[config.mk]
export PLATFORM = sky130hd
export DESIGN_NAME = playback_sequencer
export DESIGN_NICKNAME = d
export VERILOG_FILES = /design/src/rtl/simon_pkg.sv /design/src/rtl/tick_prescaler.sv /design/src/rtl/playback_sequencer.sv
export SDC_FILE = /design/constraint.sdc
export NUM_CORES = 1
export LEC_CHECK = 0
export BUFFER_PORTS_ARGS = -buffer_cell sky130_fd_sc_hd__buf_2
export CORE_UTILIZATION = 58
export DETAILED_ROUTE_END_ITERATION = 8
export GPL_ROUTABILITY_DRIVEN = 0
export MAX_ROUTING_LAYER = met4
export PLACE_DENSITY_LB_ADDON = 0.1
export SETUP_SLACK_MARGIN = 0.4
export SLEW_MARGIN = 20
export SYNTH_ARGS = -nofsm -noshare
export SYNTH_HDL_FRONTEND = slang
export SYNTH_SLANG_ARGS = --single-unit
[constraint.sdc]
create_clock -name clk -period 4.1 [get_ports clk]
set_clock_uncertainty 0.05 [all_clocks]
set_input_delay 0.205 -clock clk [delete_from_list [all_inputs] [get_ports clk]]
set_output_delay 0.205 -clock clk [all_outputs]
set_load 0.005 [all_outputs]
[src/rtl/simon_pkg.sv]
// Shared types and default timing constants for the Simon game datapath blocks.
package simon_pkg;

  typedef logic [1:0] colour_t;

  typedef enum logic [2:0] {
    IDLE,
    FETCH,
    WAIT_RD,
    ON,
    OFF,
    DONE
  } playback_state_t;

  localparam int TICK_DIV_DEFAULT = 500000;
  localparam int BASE_ON_TICKS    = 40;
  localparam int OFF_TICKS        = 20;
  localparam int STEP_TICKS       = 5;
  localparam int MIN_ON_TICKS     = 8;
  localparam int MAX_ROUNDS       = 32;

endpackage

[src/rtl/tick_prescaler.sv]
// Divides clk down to a one-cycle tick every TICK_DIV cycles, phase-aligned to clear.
module tick_prescaler #(
  parameter int TICK_DIV = simon_pkg::TICK_DIV_DEFAULT
) (
  input  logic clk,
  input  logic reset,
  input  logic clear,
  output logic tick
);

  localparam int CW = $clog2(TICK_DIV);
  localparam logic [CW-1:0] LAST = CW'(TICK_DIV - 1);

  logic [CW-1:0] cnt_q;

  always_ff @(posedge clk) begin
    if (reset || clear) begin
      cnt_q <= '0;
    end else if (cnt_q == LAST) begin
      cnt_q <= '0;
    end else begin
      cnt_q <= cnt_q + 1'b1;
    end
  end

  assign tick = (cnt_q == LAST);

endmodule

[src/rtl/playback_sequencer.sv]
// Plays the stored colour sequence on the LEDs at the latched game speed.
// Define PLAYBACK_FINAL_GAP_EN to keep a full OFF gap after the last colour before DONE.
module playback_sequencer #(
  parameter int TICK_DIV      = simon_pkg::TICK_DIV_DEFAULT,
  parameter int BASE_ON_TICKS = simon_pkg::BASE_ON_TICKS,
  parameter int OFF_TICKS     = simon_pkg::OFF_TICKS,
  parameter int STEP_TICKS    = simon_pkg::STEP_TICKS,
  parameter int MIN_ON_TICKS  = simon_pkg::MIN_ON_TICKS
) (
  input  logic       clk,
  input  logic       reset,
  input  logic       start,
  input  logic       abort,
  input  logic [5:0] length,
  input  logic [2:0] speed,
  output logic [4:0] rd_addr,
  input  logic [1:0] rd_data,
  output logic [3:0] led,
  output logic       busy,
  output logic       done
);
  import simon_pkg::*;

  playback_state_t state_q, state_d;
  logic [4:0] idx_q;
  logic [5:0] len_q;
  logic [7:0] on_q;
  logic [7:0] tcnt_q;
  colour_t    colour_q;
  logic       tick, clear, last, on_done, off_done;

  function automatic logic [5:0] clamp_len(input logic [5:0] len);
    if (len > 6'(MAX_ROUNDS)) return 6'(MAX_ROUNDS);
    return len;
  endfunction

  // Signed 8-bit so high speeds go negative instead of wrapping before the floor.
  function automatic logic [7:0] calc_on(input logic [2:0] spd);
    logic signed [7:0] raw;
    raw = $signed(8'(BASE_ON_TICKS)) - $signed(8'(spd)) * $signed(8'(STEP_TICKS));
    if (raw < $signed(8'(MIN_ON_TICKS))) return 8'(MIN_ON_TICKS);
    return $unsigned(raw);
  endfunction

  tick_prescaler #(.TICK_DIV(TICK_DIV)) u_prescaler (
    .clk   (clk),
    .reset (reset),
    .clear (clear),
    .tick  (tick)
  );

  always_comb begin
    state_d  = state_q;
    last     = ({1'b0, idx_q} + 6'd1) >= len_q;
    on_done  = tick && (tcnt_q == on_q - 8'd1);
    off_done = tick && (tcnt_q == 8'(OFF_TICKS - 1));
    case (state_q)
      IDLE:    if (start) state_d = (clamp_len(length) == 6'd0) ? DONE : FETCH;
      FETCH:   state_d = WAIT_RD;
      WAIT_RD: state_d = ON;
      ON: if (on_done) begin
`ifdef PLAYBACK_FINAL_GAP_EN
        state_d = OFF;
`else
        state_d = last ? DONE : OFF;
`endif
      end
      OFF:     if (off_done) state_d = last ? DONE : FETCH;
      DONE:    state_d = IDLE;
      default: state_d = IDLE;
    endcase
    if (abort) state_d = IDLE;
    // Timers restart on every entry to a timed state so durations are exact.
    clear = (state_d != state_q) && ((state_d == ON) || (state_d == OFF));
  end

  always_ff @(posedge clk) begin
    if (reset) begin
      state_q <= IDLE;
      idx_q   <= '0;
      tcnt_q  <= '0;
    end else begin
      state_q <= state_d;
      if (state_q == IDLE && state_d != IDLE) begin
        idx_q <= '0;
      end else if (state_q == OFF && state_d == FETCH) begin
        idx_q <= idx_q + 5'd1;
      end
      if (clear) begin
        tcnt_q <= '0;
      end else if (tick) begin
        tcnt_q <= tcnt_q + 8'd1;
      end
    end
  end

  always_ff @(posedge clk) begin
    if (state_q == IDLE && start && !abort) begin
      len_q <= clamp_len(length);
      on_q  <= calc_on(speed);
    end
    if (state_q == WAIT_RD) colour_q <= rd_data;
  end

  always_comb begin
    led = '0;
    if (state_q == ON) led = 4'd1 << colour_q;
  end

  assign rd_addr = idx_q;
  assign busy    = (state_q != IDLE);
  assign done    = (state_q == DONE);

endmodule

* Word-level counts from Yosys, hierarchy flattened *
Index checks and enable logic that the tools add are counted.

cells by class
  add/subtract/negate cells = 6
  reductions and logical operators = 17
  shift operators = 1
  equality and inequality tests = 12
  multiplexer cells = 22
  multiply operators = 1
  order comparisons = 3

operators by type and width
  cell                                                         count
  2-to-1 mux 6 bit                                             5
  adder 19 x 1 -> 19 bit (second input constant)               1
  == test 19 bit (second input constant)                       1
  2-to-1 mux 3 bit                                             6
  2-to-1 mux 8 bit                                             2
  case mux 3 bit (5 select lines)                              1
  == test 3 x 2 -> 1 bit (second input constant)               3
  == test 3 bit (second input constant)                        3
  adder 8 x 1 -> 8 bit (second input constant)                 1
  == test 8 x 5 -> 1 bit (second input constant)               1
  == test 8 bit                                                1
  subtractor 8 x 1 -> 8 bit (second input constant)            1
  logical AND 1 bit                                            7
  less-than comparator 7 x 5 -> 1 bit (second input constant)  1
  2-to-1 mux 1 bit                                             7
  subtractor 6 x 6 -> 7 bit (first input constant)             1
  adder 5 x 1 -> 6 bit (second input constant)                 1
  == test 3 x 1 -> 1 bit (second input constant)               2
  greater-or-equal comparator 6 bit                            1
  greater-than comparator 6 bit (second input constant)        1
  logical NOT 6 bit                                            1
  multiplier 3 x 3 -> 6 bit (second input constant)            1
  nonzero test 3 bit                                           2
  OR reduction 2 bit                                           3
  7 further kinds                                              8

word-level totals
  input bits = 15
  flip-flop bits (word level) = 51
  logic and storage cells = 69
  output and inout bits = 11

* Depth between registers and ports, before layout *
Gate-level depths: netlist of run 1.

  word-level depth = 17
  gate-level depth with buffers = 11
  mapped depth without buffers = 10

* Modules after synthesis *
Synthesis of run 1 repeated with hierarchy kept, for this count alone.

second synthesis, totals
  cells, all modules = 320
  area total of the unflattened synthesis = 2945.3 µm²

by module, submodules not included
  module              seq. area each (µm²)  times used  cells an instance  area an instance (µm²)
  playback_sequencer  770.7                 1           225                2080.7
  tick_prescaler      380.4                 1           95                 864.6

* Worst setup path before layout of run 1 *
No wires, ideal clock.

  path kind = reg2reg
  start = register on_q[0]
  end = register u_prescaler.cnt_q[12]
  setup time = 0.140 ns
  data required time = 3.910 ns
  stages on the path, launching flop included = 12
  setup slack = 1.100 ns
  data arrival time = 2.810 ns
  path through = edfxtp_1 inv_1 ha_1 buf_6 or4_4 a211oi_2 o31ai_2 a2111oi_4 o21ai_2 a211oi_4 buf_8 nor4_2

on the way
  word-level cells in the longest chain between the ends = 11

RTL lines
  item                                                            RTL line                   source
  from (decl)                                                     playback_sequencer.sv:27   logic [7:0] on_q;
  from (signal assigned)                                          playback_sequencer.sv:100  on_q <= calc_on(speed);
  subtractor 8 x 1 -> 8 bit *                                     playback_sequencer.sv:55   on_done = tick && (tcnt_q == on_q - 8'd1);
  == test 8 bit *                                                 playback_sequencer.sv:55
  logical AND 1 bit *                                             playback_sequencer.sv:55
  2-to-1 mux 3 bit *                                              playback_sequencer.sv:61   ON: if (on_done) begin
  case mux 3 bit (5 select lines) *                               playback_sequencer.sv:57   case (state_q)
  2-to-1 mux 3 bit *                                              playback_sequencer.sv:72   if (abort) state_d = IDLE;
  == test 3 x 2 -> 1 bit / == test 3 bit (equally long branches)  playback_sequencer.sv:74   clear = (state_d != state_q) && ((state_d == ON) || (state_d == OFF));
  logical OR 1 bit                                                playback_sequencer.sv:74
  logical AND 1 bit *                                             playback_sequencer.sv:74
  logical OR 1 bit *                                              tick_prescaler.sv:17       if (reset || clear) begin
  OR reduction 2 bit (no line) *                                  n/a
  to (signal assigned)                                            tick_prescaler.sv:22       cnt_q <= cnt_q + 1'b1;
  to (decl)                                                       tick_prescaler.sv:14       logic [CW-1:0] cnt_q;

Mark *: on every way between the ends. The rest lies on a longest branch, timed or not.
A chain may end at the register's enable or synchronous reset.

* Worst setup path after layout of run 1 *
  start = register on_q[0]
  end = register u_prescaler.cnt_q[18]

The elaborated chain is that of the path after synthesis.

==> impl_summary.md, run 1 <==
Cells and area
The final instance count without filler cells is 424. The leading cell type in the layout, fill and taps excluded is dfxtp_1. The count of antenna diodes in the layout is 0. The final-layout fill cell count is 452. Leaving out fill and tap cells, the most frequent cells in the layout are dfxtp_1 (35), buf_2 (25), nor2_1 (22). The net count of the finished layout is 387. The post-route netlist has 19.8% of its cells at a drive strength greater than 1. From synthesis to final layout, the design area changed by 5.84%.

Setup path
Following the worst setup path forward leads to its endpoint at u_prescaler.cnt_q[18]$_SDFF_PP0_. The end of the worst register-to-register path is u_prescaler.cnt_q[18]$_SDFF_PP0_. The startpoint of the most critical setup path is on_q[0]$_SDFFCE_PP0P_. Walking the worst path, the cells encountered are inv_1 > ha_1 > or4_4 > a211oi_2 > o31ai_2 > a2111oi_4 > o21ai_2 > a211oi_4 > buf_4 > nor4b_1.

The setup check on the worst reg-to-reg path leaves a slack of 0.85 ns. By startpoint and endpoint, the worst setup path is classified as reg -> reg. The depth of the worst register-to-register path is 10.

The required arrival time at the worst endpoint is 4.21 ns. Counting buffers and inverters, the worst setup path is 10 cells deep. The cell class contributing the biggest share of worst-path delay is compound AO/OA/AOI/OAI gates. The peak fanout along the critical path is 27. The reg-to-reg critical path startpoint is on_q[0]$_SDFFCE_PP0P_. The slowest stage of the critical path is the or4_4 cell. The delay contributed by the slowest stage of the critical path is 0.57 ns. The critical path endpoint category is a flip-flop. The startpoint class of the critical path is a flip-flop. The buffer and inverter count on the worst path is 2. For the worst setup path, the data arrival time is 3.36 ns.

Floorplanning
The area of the core region is 5270 um^2. From bottom edge to top edge, the die measures 77.2 um. From left edge to right edge, the die measures 77.2 um. The number of placement rows is 26.

The floorplan step defined a die boundary enclosing 5950 um^2. The starting density of the core is 62.2%. The I/O pin total is 26.

Logic synthesis
The mapped netlist covers 3280 um^2. The total nets after synthesis is 369. The synthesis-stage register bit count is 50.

Of all flip-flops after synthesis, the portion carrying an async set or reset was 0%. During synthesis, Yosys emitted a total of 0 warnings. In this run the mean area of a mapped cell was 9.78 um^2. After synthesis, flip-flops and latches occupy 35.1% of the total area. The instance count of the mapped netlist is 335. The number of distinct standard cells referenced by the synthesized netlist is 67. Counting flops with a built-in enable in the synthesized netlist gives 15. For this run, the leading register cell type out of synthesis is dfxtp_1.

Pwr
The clock group share of total power is 30.4%. The share of total power in combinational logic is 11.7%. The worst voltage drop across the vdd grid is 0.151 mV. The internal power contribution is 0.695 mW. The analysis attributes to cell leakage a power of 1.34 nW.

The net switching share of the total power is 25.4%. The areal power density over the cells is 269 nW/um^2. The power dissipated by switching net loads is 0.237 mW. Of the total power, registers draw 57.9%.

STA
The number of slew-limit violations in the final report was 0. Setup repair after global routing left no endpoint under its margin. The final hold violation count is 0. The worst-margin pin slew is 0.966 ns. The setup total negative slack is 0 ns.

In this run the tightest slew margin relative to its limit is 35.6%. The worst path uses 79.2% of the clock period. The smallest clock period supported by the final layout is computed as 3.25 ns.

The count of final setup violators is 0. The highest clock frequency the design can meet is 308 MHz.

Status
The flow ran to the end, and the final reports show no timing, DRC or antenna violations.

Global routing
The number of global-route vias before repair is 2,236. The first global-routing pass estimated 9960 um of wire. The initial antenna violation count is 0. The overall fraction of global-route tracks in use is 21.3%. The maximum number of pins on one net before global-route repair is 31. Summed over all layers, the global routing overflow is 0.

Clock tree
The number of buffers between clock root and the deepest sink is 2. For the worst-skew pair, the clock arrives at the later sink with an insertion delay of 0.31 ns. Clock tree synthesis inserted a total of 5 buffers. The tree is rooted in a clkbuf_8. The H-tree was split into 2 levels. The number of hold buffers added after CTS is 0. Clock-pin slew was measured on the worst setup and hold paths at 0.09 ns. The clock sink total is 50. The CTS tree is done.

Route
For this run, the detailed router's first-pass iteration total came to 4. The number of remaining DRC errors is 0. The iteration-0 DRC count of the detailed router is 141. The final wirelength is 5810 um. The antenna violation net count after detailed routing is 0. In the final routed layout, each cell accounts on average for 13.7 um. The average vias per placed instance is 5.71.

The via total after detailed routing is 2,420.

Place
Once detailed placement completed, the half-perimeter wirelength came to 4250 um. In this run, placement finished with an instance count of 416. The number of buffers inserted by port buffering is 25.

Job
The max capacitance violation total is 0.

Hold path
The path class of the tightest hold or removal check is in -> reg.
## worst min path at each step
stage	startpoint	to	slack [ns]	cells after the start
floorplan	rd_data[0]	colour_q[0]$_DFFE_PN_	0.25	0
CTS	rd_data[1]	colour_q[1]$_DFFE_PN_	0.02	1
global route	rd_data[1]	colour_q[1]$_DFFE_PN_	0.02	1
detailed placement	rd_data[1]	colour_q[1]$_DFFE_PN_	0.34	1
finish	rd_data[0]	colour_q[0]$_DFFE_PN_	0.02	1
global placement	rd_data[1]	colour_q[1]$_DFFE_PN_	0.33	1
## cells by family (layout without fill, tap and decap cells)
group	Yosys count	in the layout	share of synthesized area, %
buffers and inverters	31	50	5.54
flip-flops	50	50	35.1
AO/OA/AOI/OAI	38	38	9.70
multiplexers	2	2	0.611
XOR/XNOR	40	40	10.7
other	1	1	0.114
AND/OR/NAND/NOR	154	154	30.9
adder cells (fa/ha/maj)	19	19	7.26
## synth_stat cells, types with 11 or more instances
library cell   n  area, um^2
inv_1         16        60.1
nand3_1       14        70.1
nor2b_1       11        68.8
ha_1          19         238
nand2_1       17        63.8
edfxtp_1      15         450
xnor2_1       19         166
dfxtp_1       35         701
nor2_1        22        82.6
nor3_2        13         130
xor2_1        21         184
## area by class of cell
class | count | area (um^2) | area share, %
multi-input combinational | 254 | 1950 | 56.2
sequential | 50 | 1150 | 33.2
timing repair buffer | 26 | 133 | 3.83
tap | 70 | 87.6 | 2.53
clock buffer | 6 | 72.6 | 2.09
inverter | 16 | 60.1 | 1.73
clock inverter | 2 | 13.8 | 0.397
## power groups by stage
stage	clock network (mW)	logic (mW)	registers (mW)
after floorplan	0	0.0865	0.548
after global placement	0	0.105	0.552
after detailed placement	0	0.109	0.552
after CTS	0.290	0.109	0.540
after global routing	0.309	0.123	0.543
final	0.283	0.109	0.540
## stage by stage
stage | hold WS [ns] | setup slack, ns | power (mW) | cell area, um^2 | utilization [%]
floorplan | 0.254 | 1.10 | 0.634 | 3280 | -
global placement | 0.334 | 0.672 | 0.656 | 3370 | 64.0
detailed placement | 0.336 | 0.652 | 0.661 | 3370 | 64.0
CTS | 0.0196 | 0.646 | 0.940 | 3460 | 65.7
global route | 0.0176 | 0.667 | 0.974 | 3470 | 65.8
finish | 0.0248 | 0.852 | 0.933 | 3470 | 65.8
## registers in the layout (all words and copies together), names as in the netlist
name / flops
colour_q: 2
u_prescaler.cnt_q: 19
len_q: 6
state_q: 3
rd_addr: 5
tcnt_q: 8
on_q: 7
## metal layers
layer  up-vias  global-route usage, %  share of wire (%)
met5         -                      -                  0
met3         6                   3.93                2.1
met4         0                   5.85                1.1
li1       1244                      -                  -
met1      1145                   25.9                 48
met2        25                   36.2                 49
## what timing repair did
item / 4_1_cts / 5_1_grt
endpoints found under the setup margin: 0 / 3
buffers inserted: 0 / 0
gates resized for setup: 0 / 1
Power figures use the tool's default switching activity.
==> inputs of run 2 (changes only) <==
CORE_UTILIZATION = 54   (was 58)
clock period = 2.6 ns   (was 4.1 ns; I/O delays follow)
==> run 2 against run 1 <==
Effect of this change: the run now ends with negative setup slack left; final cell count up 13%; non-clock buffer count is 50 higher; power rose by 72%; global-route usage is 0.40 points higher; clock power rose by 90%; design area is 20% higher; critical path depth up 2; clock-buffer cell count unchanged; worst hold slack better by 0.030 ns; critical endpoint is now u_prescaler.cnt_q[16]$_SDFF_PP0_; largest cell class unchanged; largest power group unchanged.
==> impl_summary.md, run 2 (synthesized netlist as in run 1, its figures left out) <==
Pwr
The design draws 1.60 mW. The areal power density over the cells is 385 nW/um^2. The analysis attributes to cell leakage a power of 1.61 nW. IR analysis of the VDD net gives a maximum drop of 0.261 mV.

Cells and area
The number of antenna diodes in the final layout is 0. The register with the most flip-flops is u_prescaler.cnt_q. The library cells used most frequently in the layout, excluding fill and tap cells, are buf_4 (41), dfxtp_1 (30), buf_2 (25).

The largest registers in the layout are u_prescaler.cnt_q: 19 flops, tcnt_q: 8 flops, on_q: 7 flops. The register with the most flip-flops in the layout has 19 of them. The final core utilization is 70.6%. The library cell used most frequently in the layout, excluding fill and tap cells, is buf_4. The final-layout fill cell count is 455. Leaving out filler cells and counting taps, the final layout contains 479. The share of final-layout standard cells stronger than drive strength 1 is 36.6%.

The area used by multi-input combinational logic is 2160 um^2. With fillers left out, the area of the finished cells amounts to 4160 um^2. Compared with the post-synthesis result, the final layout area differs by 26.9%. The total number of nets in the final design is 437. In the final layout, flip-flops and latches occupy 1160 um^2.

STA
The number of slew-limit violations in the final report is 0. The worst-margin pin slew is 0.841 ns. The tightest slew margin relative to the limit is 44.0%. For the finished layout, the period the worst path requires is 2.80 ns. The worst path uses 108% of the clock period. The slack of the critical path is -0.205 ns.

The setup total negative slack is -4.79 ns. The count of final setup violators is 27. Timing would allow up to 357 MHz. On the final layout, the worst hold slack is 0.0546 ns. The final hold violation count came to 0. Setup repair after global routing could not meet its margin everywhere.

Global routing
The number of global-route vias before repair is 2,410. For this run, the total global-route usage over all layers was measured as 21.7%. Entering global routing, the biggest net connects 31 pins. The overall overflow remaining after global route is 0.

The initial antenna violation count is 0. The first-pass GRT wire length is 10,600 um.

Route
The antenna violation net count after detailed routing is 0. Before antenna repair, the detailed router went through 4 iterations. The number of remaining DRC errors is 0. Summed over all layers, the routed wires come to 6860 um. The average vias per placed instance is 5.56. The iteration-0 DRC count of the detailed router is 101.

After detailed routing, the average wire length per cell comes to 14.3 um. The via total after detailed routing is 2,664.

Floorplanning
Measured along the x axis, the die boundary spans 79.9 um. The core region is 5890 um^2. After floorplanning, the core was divided into 28 placement rows. Once the floorplan was initialized, standard cells occupied 55.7% of the core. The I/O pin total is 26. The die span in y is 79.9 um. The area of the die is 6380 um^2.

Status
The flow ran to the end, but the final reports show violations. The checks that failed: negative setup slack.

Place
Summed over all nets, the half-perimeter wirelength after detailed placement is 4650 um. OpenSTA, run right after detailed placement, puts the worst setup slack at -0.187 ns. After detailed placement, the design holds a cell count of 457. Summing all placed instances gives a cell area of 3720 um^2. Port buffering added 25 buffers.

Job
The max capacitance violation total is 0.

Clock tree
The longest clock path from root to sink contains 2 buffers. The clock-pin slew of the registers on the worst-case setup and hold paths is 0.10 ns. The clock sink total is 50. The clock root buffer is clkbuf_8. The number of clock buffers inserted by TritonCTS is 5. The later-pin clock latency in the skew report is 0.31 ns.

TritonCTS built the clock tree. The H-tree generated during clock tree synthesis spans 2 levels.

Setup path
The peak fanout along the critical path is 13. The buffer and inverter count on the worst path is 5. The signal arrival time at the worst endpoint is 2.92 ns. The critical path is of the reg -> reg type. Walking the worst path, the cells encountered are inv_2 > ha_4 > buf_6 > buf_4 > and4_1 > o31ai_2 > a2111oi_4 > or3_2 > a211oi_4 > buf_6 > clkbuf_16 > nor4_2. The critical path's most frequent cell is buf_6. The delay contributed by the slowest stage of the critical path is 0.52 ns.

The cell with the biggest individual delay on the critical path is or3_2. The cell class contributing the biggest share of worst-path delay is simple AND/OR/NAND/NOR gates. The worst setup path is captured at a flip-flop.

The worst setup path is launched from a flip-flop. The required arrival time at the worst endpoint is 2.72 ns.

Hold path
The min-delay analysis places its worst path in the category in -> reg.
## run 2: layer usage
layer	vias to the layer above	wire (um)	GRT usage [%]
met3	6	166	3.09
li1	1345	-	-
met2	39	3460	37.1
met4	0	68	5.89
met5	-	0	-
met1	1274	3160	26.8
## run 2: where the power goes
group          switching [mW]  internal (mW)  total (mW)  leakage [nW]
Clock                   0.287          0.250       0.537        0.0572
Sequential             0.0157          0.827       0.842         0.425
Combinational           0.116          0.107       0.222          1.12
Total                   0.418           1.18        1.60          1.61
## run 2: final timing paths
kind	start	endpoint	slack (ns)	cells past startpoint
max	on_q[0]$_SDFFCE_PP0P_	u_prescaler.cnt_q[16]$_SDFF_PP0_	-0.20	12
min	length[5]	len_q[5]$_DFFE_PP_	0.05	1
max reg2reg	on_q[0]$_SDFFCE_PP0P_	u_prescaler.cnt_q[16]$_SDFF_PP0_	-0.20	12
min reg2reg	u_prescaler.cnt_q[0]$_SDFF_PP0_	u_prescaler.cnt_q[0]$_SDFF_PP0_	0.45	1
## run 2: layout make-up
class | instances | area share (%)
inverter | 16 | 1.44
tap | 75 | 2.26
clock buffer | 6 | 2.26
timing repair buffer | 76 | 13.9
multi-input combinational | 254 | 51.9
clock inverter | 2 | 0.301
sequential | 50 | 28.0
## run 2: repair_timing
action / in CTS / in global routing
hold endpoints to repair: 2 / 0
setup endpoints to repair: 35 / 35
gates cloned: 0 / 2
resized for setup: 22 / 16
pin swaps: 6 / 6
setup buffers: 4 / 6
hold buffers: 2 / 0
